## config.mk

```make
export PLATFORM = sky130hd
export DESIGN_NAME = fx_comp_sched_flat
export DESIGN_NICKNAME = d
export VERILOG_FILES = /design/src/rtl/fx_comp_sched_if.sv /design/src/rtl/fx_comp_sched.sv /design/src/flat_wrapper.sv
export SDC_FILE = /design/constraint.sdc
export NUM_CORES = 1
export LEC_CHECK = 0
export ABC_CLOCK_PERIOD_IN_PS = 26500
export CAP_MARGIN = 15
export CELL_PAD_IN_SITES_DETAIL_PLACEMENT = 1
export CELL_PAD_IN_SITES_GLOBAL_PLACEMENT = 1
export CORE_MARGIN = 5
export CORE_UTILIZATION = 50
export CTS_CLUSTER_DIAMETER = 40
export DETAILED_ROUTE_END_ITERATION = 8
export GPL_TIMING_DRIVEN = 0
export PLACE_DENSITY = 0.83
export SYNTH_ARGS = -nofsm -noshare
export SYNTH_HDL_FRONTEND = slang
export SYNTH_SLANG_ARGS = --single-unit
```

## constraint.sdc

```tcl
create_clock -name clk -period 26.5 [get_ports clk]
set_input_delay 5.3 -clock clk [delete_from_list [all_inputs] [get_ports clk]]
set_output_delay 5.3 -clock clk [all_outputs]
set_load 0.05 [all_outputs]
```

## src/rtl/fx_comp_sched_if.sv

```systemverilog
// Sample/parameter inputs and gain-applied outputs of the compressor gain sequencer.
interface fx_comp_sched_if #(
  parameter int DATA_W  = 16,
  parameter int PARAM_W = 8
);
  logic                            sample_en;
  logic signed [1:0][DATA_W-1:0]   audio_in;
  logic        [15:0]              envelope;
  logic        [PARAM_W-1:0]       fx_threshold;
  logic        [PARAM_W-1:0]       fx_ratio;
  logic signed [1:0][DATA_W-1:0]   audio_out;
  logic        [15:0]              gain;
  logic                            out_valid;
  logic                            busy;
  logic                            overrun;

  modport master (
    output sample_en, audio_in, envelope, fx_threshold, fx_ratio,
    input  audio_out, gain, out_valid, busy, overrun
  );

  modport slave (
    input  sample_en, audio_in, envelope, fx_threshold, fx_ratio,
    output audio_out, gain, out_valid, busy, overrun
  );
endinterface

```

## src/rtl/fx_comp_sched.sv

```systemverilog
// Compressor gain sequencer sharing one 18x17 multiplier; out_valid 5 cycles after accept (21 when the ratio needs a divide).
// No backpressure: sample_en outside IDLE is dropped and flagged on overrun. FX_COMP_GAIN_SMOOTH_EN enables slew-limited gain.
module fx_comp_sched #(
  parameter int DATA_W  = 16,
  parameter int PARAM_W = 8
) (
  input  logic          clk,
  input  logic          reset_n,
  fx_comp_sched_if.slave io_comp
);

  localparam logic [2:0] S_IDLE   = 3'd0;
  localparam logic [2:0] S_DIV    = 3'd1;
  localparam logic [2:0] S_GAIN   = 3'd2;
  localparam logic [2:0] S_SMOOTH = 3'd3;
  localparam logic [2:0] S_MUL_L  = 3'd4;
  localparam logic [2:0] S_MUL_R  = 3'd5;

  localparam int          MUL_A_W = DATA_W + 2;
  localparam int          MUL_B_W = 17;
  localparam int          PROD_W  = MUL_A_W + MUL_B_W;
  localparam logic [15:0] CF_MAX  = 16'd32440;
  localparam logic [15:0] GAIN_1  = 16'd32767;

  logic [2:0]                r_state;
  logic [DATA_W-1:0]         r_aud_l;
  logic [DATA_W-1:0]         r_aud_r;
  logic [15:0]               r_env;
  logic [PARAM_W-1:0]        r_thr;
  logic [PARAM_W-1:0]        r_ratio;
  logic [PARAM_W-1:0]        r_ratio_used;
  logic [15:0]               r_cf;
  logic [15:0]               r_target;
  logic [15:0]               r_gain;
  logic [DATA_W-1:0]         r_hold_l;
  logic [DATA_W-1:0]         r_out_l;
  logic [DATA_W-1:0]         r_out_r;
  logic                      r_out_valid;
  logic                      r_overrun;
  logic [15:0]               r_dvd;
  logic [PARAM_W-1:0]        r_rem;
  logic [14:0]               r_quo;
  logic [3:0]                r_cnt;

  logic                      w_in_range;
  logic [PARAM_W:0]          w_rem_sh;
  logic [PARAM_W:0]          w_rem_diff;
  logic                      w_qbit;
  logic [16:0]               w_thr_s;
  logic signed [16:0]        w_over;
  logic                      w_over_pos;
  logic signed [MUL_A_W-1:0] w_mul_a;
  logic signed [MUL_B_W-1:0] w_mul_b;
  logic signed [PROD_W-1:0]  w_prod;
  logic signed [PROD_W-1:0]  w_shr;
  logic [DATA_W-1:0]         w_sat;
  logic [15:0]               w_red_hi;
  logic [15:0]               w_target;
  logic [15:0]               w_gain_nx;

  assign w_in_range = (io_comp.fx_ratio >= PARAM_W'(2)) && (io_comp.fx_ratio <= PARAM_W'(99));

  // Restoring divider step: remainder < ratio, so the borrow bit alone decides the quotient bit.
  assign w_rem_sh   = {r_rem, r_dvd[15]};
  assign w_rem_diff = w_rem_sh - {1'b0, r_ratio};
  assign w_qbit     = ~w_rem_diff[PARAM_W];

  assign w_thr_s    = 17'({r_thr, 7'b0}) + 17'({r_thr, 1'b0});
  assign w_over     = $signed({1'b0, r_env} - w_thr_s);
  assign w_over_pos = ~w_over[16] && (w_over != 17'sd0);

  always_comb begin
    w_mul_a = '0;
    w_mul_b = '0;
    case (r_state)
      S_GAIN: begin
        w_mul_a = MUL_A_W'(w_over);
        w_mul_b = $signed({1'b0, r_cf});
      end
      S_MUL_L: begin
        w_mul_a = MUL_A_W'($signed(r_aud_l));
        w_mul_b = $signed({1'b0, r_gain});
      end
      S_MUL_R: begin
        w_mul_a = MUL_A_W'($signed(r_aud_r));
        w_mul_b = $signed({1'b0, r_gain});
      end
      default: begin
        w_mul_a = '0;
        w_mul_b = '0;
      end
    endcase
  end

  assign w_prod   = PROD_W'(w_mul_a) * PROD_W'(w_mul_b);
  assign w_shr    = w_prod >>> 15;
  assign w_red_hi = w_prod[30:15];

  always_comb begin
    w_sat = w_shr[DATA_W-1:0];
    if (w_shr > PROD_W'(32767))
      w_sat = DATA_W'(16'h7FFF);
    else if (w_shr < -PROD_W'(32768))
      w_sat = DATA_W'(16'h8000);
  end

  always_comb begin
    w_target = GAIN_1;
    if (w_over_pos) begin
      if (w_red_hi >= GAIN_1)
        w_target = 16'd100;
      else
        w_target = GAIN_1 - w_red_hi;
    end
  end

  always_comb begin
    w_gain_nx = r_target;
`ifdef FX_COMP_GAIN_SMOOTH_EN
    // Attack steps down by at most 128 per sample, release steps up by at most 32.
    if (r_gain > r_target)
      w_gain_nx = ((r_gain - r_target) > 16'd128) ? (r_gain - 16'd128) : r_target;
    else if (r_gain < r_target)
      w_gain_nx = ((r_target - r_gain) > 16'd32) ? (r_gain + 16'd32) : r_target;
    else
      w_gain_nx = r_gain;
`endif
  end

  always_ff @(posedge clk) begin
    if (!reset_n) begin
      r_state      <= S_IDLE;
      r_aud_l      <= '0;
      r_aud_r      <= '0;
      r_env        <= '0;
      r_thr        <= '0;
      r_ratio      <= '0;
      r_ratio_used <= PARAM_W'(1);
      r_cf         <= '0;
      r_target     <= GAIN_1;
      r_gain       <= GAIN_1;
      r_hold_l     <= '0;
      r_out_l      <= '0;
      r_out_r      <= '0;
      r_out_valid  <= 1'b0;
      r_overrun    <= 1'b0;
      r_dvd        <= '0;
      r_rem        <= '0;
      r_quo        <= '0;
      r_cnt        <= '0;
    end else begin
      r_out_valid <= 1'b0;
      r_overrun   <= io_comp.sample_en && (r_state != S_IDLE);
      case (r_state)
        S_IDLE: begin
          if (io_comp.sample_en) begin
            r_aud_l <= io_comp.audio_in[0];
            r_aud_r <= io_comp.audio_in[1];
            r_env   <= io_comp.envelope;
            r_thr   <= io_comp.fx_threshold;
            r_ratio <= io_comp.fx_ratio;
            r_dvd   <= 16'h8000;
            r_rem   <= '0;
            r_quo   <= '0;
            r_cnt   <= '0;
            if (w_in_range && (io_comp.fx_ratio != r_ratio_used)) begin
              r_state <= S_DIV;
            end else begin
              // An in-range ratio equal to ratio_used keeps the cf already computed for it.
              if (io_comp.fx_ratio < PARAM_W'(2))
                r_cf <= '0;
              else if (io_comp.fx_ratio > PARAM_W'(99))
                r_cf <= CF_MAX;
              r_ratio_used <= io_comp.fx_ratio;
              r_state      <= S_GAIN;
            end
          end
        end
        S_DIV: begin
          r_dvd <= {r_dvd[14:0], 1'b0};
          r_rem <= w_qbit ? w_rem_diff[PARAM_W-1:0] : w_rem_sh[PARAM_W-1:0];
          r_quo <= {r_quo[13:0], w_qbit};
          r_cnt <= r_cnt + 4'd1;
          if (r_cnt == 4'd15) begin
            r_cf         <= 16'd32768 - {r_quo, w_qbit};
            r_ratio_used <= r_ratio;
            r_state      <= S_GAIN;
          end
        end
        S_GAIN: begin
          r_target <= w_target;
          r_state  <= S_SMOOTH;
        end
        S_SMOOTH: begin
          r_gain  <= w_gain_nx;
          r_state <= S_MUL_L;
        end
        S_MUL_L: begin
          r_hold_l <= w_sat;
          r_state  <= S_MUL_R;
        end
        S_MUL_R: begin
          r_out_l     <= r_hold_l;
          r_out_r     <= w_sat;
          r_out_valid <= 1'b1;
          r_state     <= S_IDLE;
        end
        default: r_state <= S_IDLE;
      endcase
    end
  end

  assign io_comp.audio_out = {r_out_r, r_out_l};
  assign io_comp.gain      = r_gain;
  assign io_comp.out_valid = r_out_valid;
  assign io_comp.busy      = (r_state != S_IDLE);
  assign io_comp.overrun   = r_overrun;

endmodule

```

## src/flat_wrapper.sv

```systemverilog
// flat-port wrapper written by rule: the top's interface ports become plain ports
module fx_comp_sched_flat 
#(
  parameter int DATA_W  = 16,
  parameter int PARAM_W = 8
)
  (clk, reset_n, io_comp_sample_en, io_comp_audio_in, io_comp_envelope, io_comp_fx_threshold, io_comp_fx_ratio, io_comp_audio_out, io_comp_gain, io_comp_out_valid, io_comp_busy, io_comp_overrun);
  fx_comp_sched_if #(.DATA_W(DATA_W), .PARAM_W(PARAM_W)) io_comp_i ();
  input  logic clk;
  input  logic reset_n;
  input wire logic [$bits(io_comp_i.sample_en)-1:0] io_comp_sample_en;
  input wire logic [$bits(io_comp_i.audio_in)-1:0] io_comp_audio_in;
  input wire logic [$bits(io_comp_i.envelope)-1:0] io_comp_envelope;
  input wire logic [$bits(io_comp_i.fx_threshold)-1:0] io_comp_fx_threshold;
  input wire logic [$bits(io_comp_i.fx_ratio)-1:0] io_comp_fx_ratio;
  output wire logic [$bits(io_comp_i.audio_out)-1:0] io_comp_audio_out;
  output wire logic [$bits(io_comp_i.gain)-1:0] io_comp_gain;
  output wire logic [$bits(io_comp_i.out_valid)-1:0] io_comp_out_valid;
  output wire logic [$bits(io_comp_i.busy)-1:0] io_comp_busy;
  output wire logic [$bits(io_comp_i.overrun)-1:0] io_comp_overrun;
  assign io_comp_i.sample_en = io_comp_sample_en;
  assign io_comp_i.audio_in = io_comp_audio_in;
  assign io_comp_i.envelope = io_comp_envelope;
  assign io_comp_i.fx_threshold = io_comp_fx_threshold;
  assign io_comp_i.fx_ratio = io_comp_fx_ratio;
  assign io_comp_audio_out = io_comp_i.audio_out;
  assign io_comp_gain = io_comp_i.gain;
  assign io_comp_out_valid = io_comp_i.out_valid;
  assign io_comp_busy = io_comp_i.busy;
  assign io_comp_overrun = io_comp_i.overrun;
  fx_comp_sched #(.DATA_W(DATA_W), .PARAM_W(PARAM_W)) u_core (.clk(clk), .reset_n(reset_n), .io_comp(io_comp_i));
endmodule
```

==> impl_metrics.json <==
{
  "status": "completed",
  "die_h_um": 208,
  "synth_top_flop_cell": "dfxtp_1",
  "initial_utilization_pct": 50.7,
  "cts_sinks": 201,
  "finalPower_w": 0.00198,
  "synth.avg_cell_area_um2": 8.26,
  "rows": 72,
  "syn-num-nets": 2840,
  "grt_max_degree": 14,
  "cpPeakStageDelay_ps": 720,
  "drcViolationCount": 0,
  "tns_ps": 0,
  "finalSetupViolations": 0,
  "post_cts_resized": 0,
  "h-tree-depth": 2,
  "clock_latency_ps": 550,
  "path_common_cell": "fa_1",
  "avgRoutedWirePerCell_um": 23.4,
  "cts_root_buf": "clkbuf_16",
  "drtPass1Iterations": 5,
  "hold_buffers": 0,
  "period_share_pct": 42.0,
  "worst-slew-pin-transition_ps": 1360,
  "ys_async_sr_fraction_pct": 0,
  "n_antenna_cell": 0,
  "synth-edff-count": 0,
  "fmax_mhz": 89.9,
  "via_per_inst": 5.84,
  "finalHoldViolCount": 0,
  "antenna_found_initial": 1,
  "grt_overflow": 0,
  "crit_family": "adder cells",
  "grtUsageTotal_pct": 33.4,
  "wl_um": 72000,
  "maxSlewHeadroom_pct": 9.65,
  "gp_congestion": 0.941,
  "critPathBufInv": 8,
  "layout_common_cells": "nand2_1 (449), inv_1 (338), fa_1 (284), dfxtp_1 (201), a21oi_1 (200)",
  "placed_cell_area_mm2": 0.0214,
  "crit_required_ps": 26950,
  "vdd_drop_max_mv": 0.0773,
  "grt_pass1_vias": 20300,
  "syn_area_mm2": 0.0196,
  "post-route-cell-area_mm2": 0.0227,
  "leakagePower_nw": 9.95,
  "rsz0062_at_grt": "no",
  "cts.clk_slew.worst_paths_ps": 50,
  "yosysWarnings": 0,
  "grt_pass1_wl_um": 113000,
  "r2r_cells": 38,
  "cts_buffers": 35,
  "cts_buffer_depth": 3,
  "cpMaxStageDelayCell": "fa_1",
  "layout_min_cycle_time_ps": 11120,
  "critPathMaxFanout": 10,
  "fp.coreArea_mm2": 0.0387,
  "cts_tree": "done",
  "drive_gt1_share_pct": 3.21,
  "cp.arrival_ps": 11570,
  "cp.depth": 38,
  "end_kind": "flip-flop",
  "min_delay_path_depth": 2,
  "num_vias": 17900,
  "ys_seq_area_share_pct": 20.5,
  "dpl.hpwl_um": 58400,
  "hold_path.class": "reg2reg",
  "maxCapViolations": 0,
  "die_w_um": 208,
  "synthDistinctLibCells": 71,
  "synth_seq_cells": 201,
  "worstSetupPathType": "reg2reg",
  "finalMaxSlewViolations": 0,
  "synth_cells": 2376,
  "power.density_mw_per_mm2": 87.2,
  "post-cts-setup-buffer-count": 0,
  "drt_iter0_drc": 1235,
  "ant_nets": 0,
  "mostFrequentLayoutCell": "nand2_1",
  "portBuffers": 116,
  "start_kind": "flip-flop",
  "area_growth_pct": 15.5,
  "nets": 2993,
  "die_area_mm2": 0.0433,
  "pin_count": 118,
  "finalClockSkew_ps": 15.0
}
==> through the flow <==
stage / setup WS [ps] / std cells / hold WS [ps] / utilization, %
detailed placement: 15640 / 3010 / 449 / 55.3
finish: 15380 / 3073 / 458 / 58.5
global placement: 15940 / 3010 / 439 / 55.3
CTS: 15540 / 3073 / 455 / 58.5
floorplan: 17600 / 2376 / 423 / -
global route: 14880 / 3073 / 472 / 58.5
==> per-layer routing <==
layer  vias up  part of all wire [%]  global-route usage (%)  wire [um]
met4         2                   5.9                    16.2       4230
met1      9106                    39                    40.4      28000
met3       222                   6.4                    5.95       4580
met2       669                    49                    57.7      35100
met5         -                 0.017                       0         12
li1       7942                     -                       -          -
==> worst paths after layout <==
path / start / to / slack (ps)
worst min register to register: u_core.r_env[1] / u_core.r_env[1] / 460
worst max-delay path: u_core.r_thr[6] / u_core.r_out_r[2] / 15380
worst max register to register: u_core.r_thr[6] / u_core.r_out_r[2] / 15380
worst min-delay path: u_core.r_env[1] / u_core.r_env[1] / 460
==> sequential cells by signal, summed over array words and instances (netlist names) <==
register	flops
u_core.r_aud_r	16
u_core.r_ratio	8
u_core.r_hold_l	16
u_core.r_state	3
u_core.r_out_l	16
u_core.io_comp.gain	16
u_core.r_cnt	4
u_core.r_dvd	1
u_core.r_ratio_used	8
u_core.r_out_r	16
u_core.r_env	16
u_core.r_thr	8
u_core.r_cf	16
u_core.r_target	16
u_core.io_comp.out_valid	1
u_core.io_comp.overrun	1
u_core.r_quo	15
u_core.r_aud_l	16
u_core.r_rem	8
==> synthesized netlist by cell type, drive strengths merged (2+ instances only) <==
cell,n,area [um^2]
nand2,449,1690
inv,338,1270
fa,284,5690
a21oi,201,1010
dfxtp,201,4020
nor2,195,732
ha,113,1410
clkbuf,101,380
o21ai,87,439
nand3,50,250
xnor2,40,350
a21o,29,218
a22oi,28,210
nor3,23,115
xor2,23,209
o21a,20,150
a22o,14,123
buf,13,58.8
and2,12,75.1
o22a,12,105
a211oi,11,87.6
nand4,11,68.8
mux2i,9,90.1
o21bai,9,67.6
nand2b,7,43.8
or3,7,48.8
or4,7,52.6
and3,6,37.5
and4,6,55.1
nor2b,6,37.5
o211ai,6,45.0
or2,6,37.5
a31oi,5,31.3
a21boi,4,30.0
a41oi,3,33.8
nor4,3,18.8
nor4b,3,26.3
o311ai,3,26.3
o31a,3,26.3
o31ai,3,22.5
o32a,3,30.0
a32o,2,20.0
o2111ai,2,17.5
o221ai,2,17.5
o41ai,2,17.5
==> worst register-to-register path, delay by kind of cell (launching register included) <==
family | cells | cell delay (ps)
flops | 1 | 390
fa+ha+maj | 10 | 5000
xor+xnor | 2 | 320
buf+inv | 8 | 1090
compound gates | 13 | 3690
simple gates | 5 | 560
==> kinds of logic (layout without fill, tap and decap cells) <==
logic type | Yosys count | in the layout | synth area share [%]
xor+xnor | 63 | 63 | 2.85
compound gates | 460 | 460 | 14.5
fa+ha+maj | 397 | 397 | 36.2
simple gates | 794 | 794 | 16.9
mux | 9 | 9 | 0.459
flops | 201 | 201 | 20.5
buf+inv | 452 | 631 | 8.70
==> report_power, final <==
part           internal [W]  leakage, nW  switching (W)
Combinational      0.000335         7.72       0.000761
Clock              0.000310        0.592       0.000172
Sequential         0.000352         1.64      0.0000464
==> layout make-up <==
type	instances	area [um^2]
buffer	114	439
tap	518	648
timing repair buffer	116	1160
fill	4689	16100
clock inverter	23	323
inverter	338	1270
clock buffer	40	915
sequential	201	4020
multi-input combinational	1723	13900
Power figures use the tool's default switching activity.
==> edit: new RTL, config.mk and constraints unchanged <==
The option `FX_COMP_GAIN_SMOOTH_EN` is turned on by a define.
--- a/src/rtl/fx_comp_sched.sv
+++ b/src/rtl/fx_comp_sched.sv
@@ -1,5 +1,7 @@
 // Compressor gain sequencer sharing one 18x17 multiplier; out_valid 5 cycles after accept (21 when the ratio needs a divide).
 // No backpressure: sample_en outside IDLE is dropped and flagged on overrun. FX_COMP_GAIN_SMOOTH_EN enables slew-limited gain.
+`define FX_COMP_GAIN_SMOOTH_EN
+
 module fx_comp_sched #(
   parameter int DATA_W  = 16,
   parameter int PARAM_W = 8
Formal check against the unedited RTL: not equivalent (Yosys sat finds a counterexample within 4 cycles, from zero or initial values and one cycle with reset_n low).
==> edit against the unedited design <==
  * Area after synthesis is 13% higher
  * Final area up 11%
  * First-iteration DRC count grew 34%
  * Worst setup slack lost 0.52 ns
  * Routed wire length grew 17%
  * Sequential cell count unchanged
  * Via count is 17% higher
Power is not compared: it rests on default switching activity, and its combinational part moved more than twofold at a synthesized area within 25%.
==> edit: results (changes against the unedited design) <==
metric	value	unit	change
instances_no_fill	3545		was 3073
finClkSkew	0.0168	ns	was 0.0150 ns
grt_usage	0.349		was 0.334
wl_met1	34300	µm	was 28000 µm
yosysSeqAreaShare	0.182		was 0.205
ff2ff_path_depth	34		was 38
clk_latency	0.53	ns	was 0.55 ns
synth_top_cells_by_area	fa_1, dfxtp_1, ha_1		was fa_1, dfxtp_1, nand2_1
gp_congestion	0.973		was 0.941
synth_common_cells	nand2_1, inv_1, fa_1		unchanged
drive_gt1_frac	0.0318		was 0.0321
whs	0.452	ns	was 0.458 ns
avgViaCountPerCell	5.93		was 5.84
synth.net_count	3274		was 2840
post_dp_cell_area	24000	µm²	was 21400 µm²
holdPathEnd	u_core.r_out_l[15]		was u_core.r_env[1]
portBuffers	117		was 116
nets	3428		was 2993
hp-start	u_core.r_hold_l[15]		was u_core.r_env[1]
p_leak	11.3	nW	
synth_cell_types	81		was 71
worst_path_largest_cell_delay	0.79	ns	was 0.72 ns
status	finished, final reports clean		unchanged
grt_pass1_wl	131000	µm	was 113000 µm
dp_hpwl	68200	µm	was 58400 µm
cp_top_family	adder cells		unchanged
syn_avg_cell_area	7.96	µm²	was 8.26 µm²
cp.arrival	12.03	ns	was 11.57 ns
crit_path_top_delay_cell	fa_1		unchanged
r2r_end	u_core.r_hold_l[10]		was u_core.r_out_r[2]
wl_met2	39500	µm	was 35100 µm
hold_depth	2		unchanged
grt_pass1_vias	22800		was 20300
met3_length	5590	µm	was 4580 µm
max_freq	85.9	MHz	was 89.9 MHz
grt_max_degree	13		was 14
drtIter0Drc	1656		was 1235
maxSlewHeadroom	0.0741		was 0.0965
## edit: cell type report
class	count	area (µm²)
clock inverter	15	206
sequential	201	4020
timing repair buffer	117	1170
tap	592	741
inverter	397	1490
fill	5446	18800
multi-input combinational	2048	16100
clock buffer	46	977
buffer	129	510
## edit: layer usage
| metal | up-vias | global-route usage |
|---|---|---|
| met2 | 791 | 0.584 |
| met5 | - | 0 |
| li1 | 9339 | - |
| met4 | 2 | 0.158 |
| met1 | 10600 | 0.451 |
| met3 | 235 | 0.0506 |
## edit: kinds of logic (layout without fill, tap and decap cells)
logic type	Yosys count	count (layout)	share of synthesized area
DFF	201	201	0.182
adders and majority gates	432	432	0.342
muxes	14	14	0.00680
xor gates and xnor gates	85	85	0.0337
buffers and inverters	526	704	0.0906
AOI/OAI and AO/OA	598	598	0.166
and+or+nand+nor	919	919	0.179
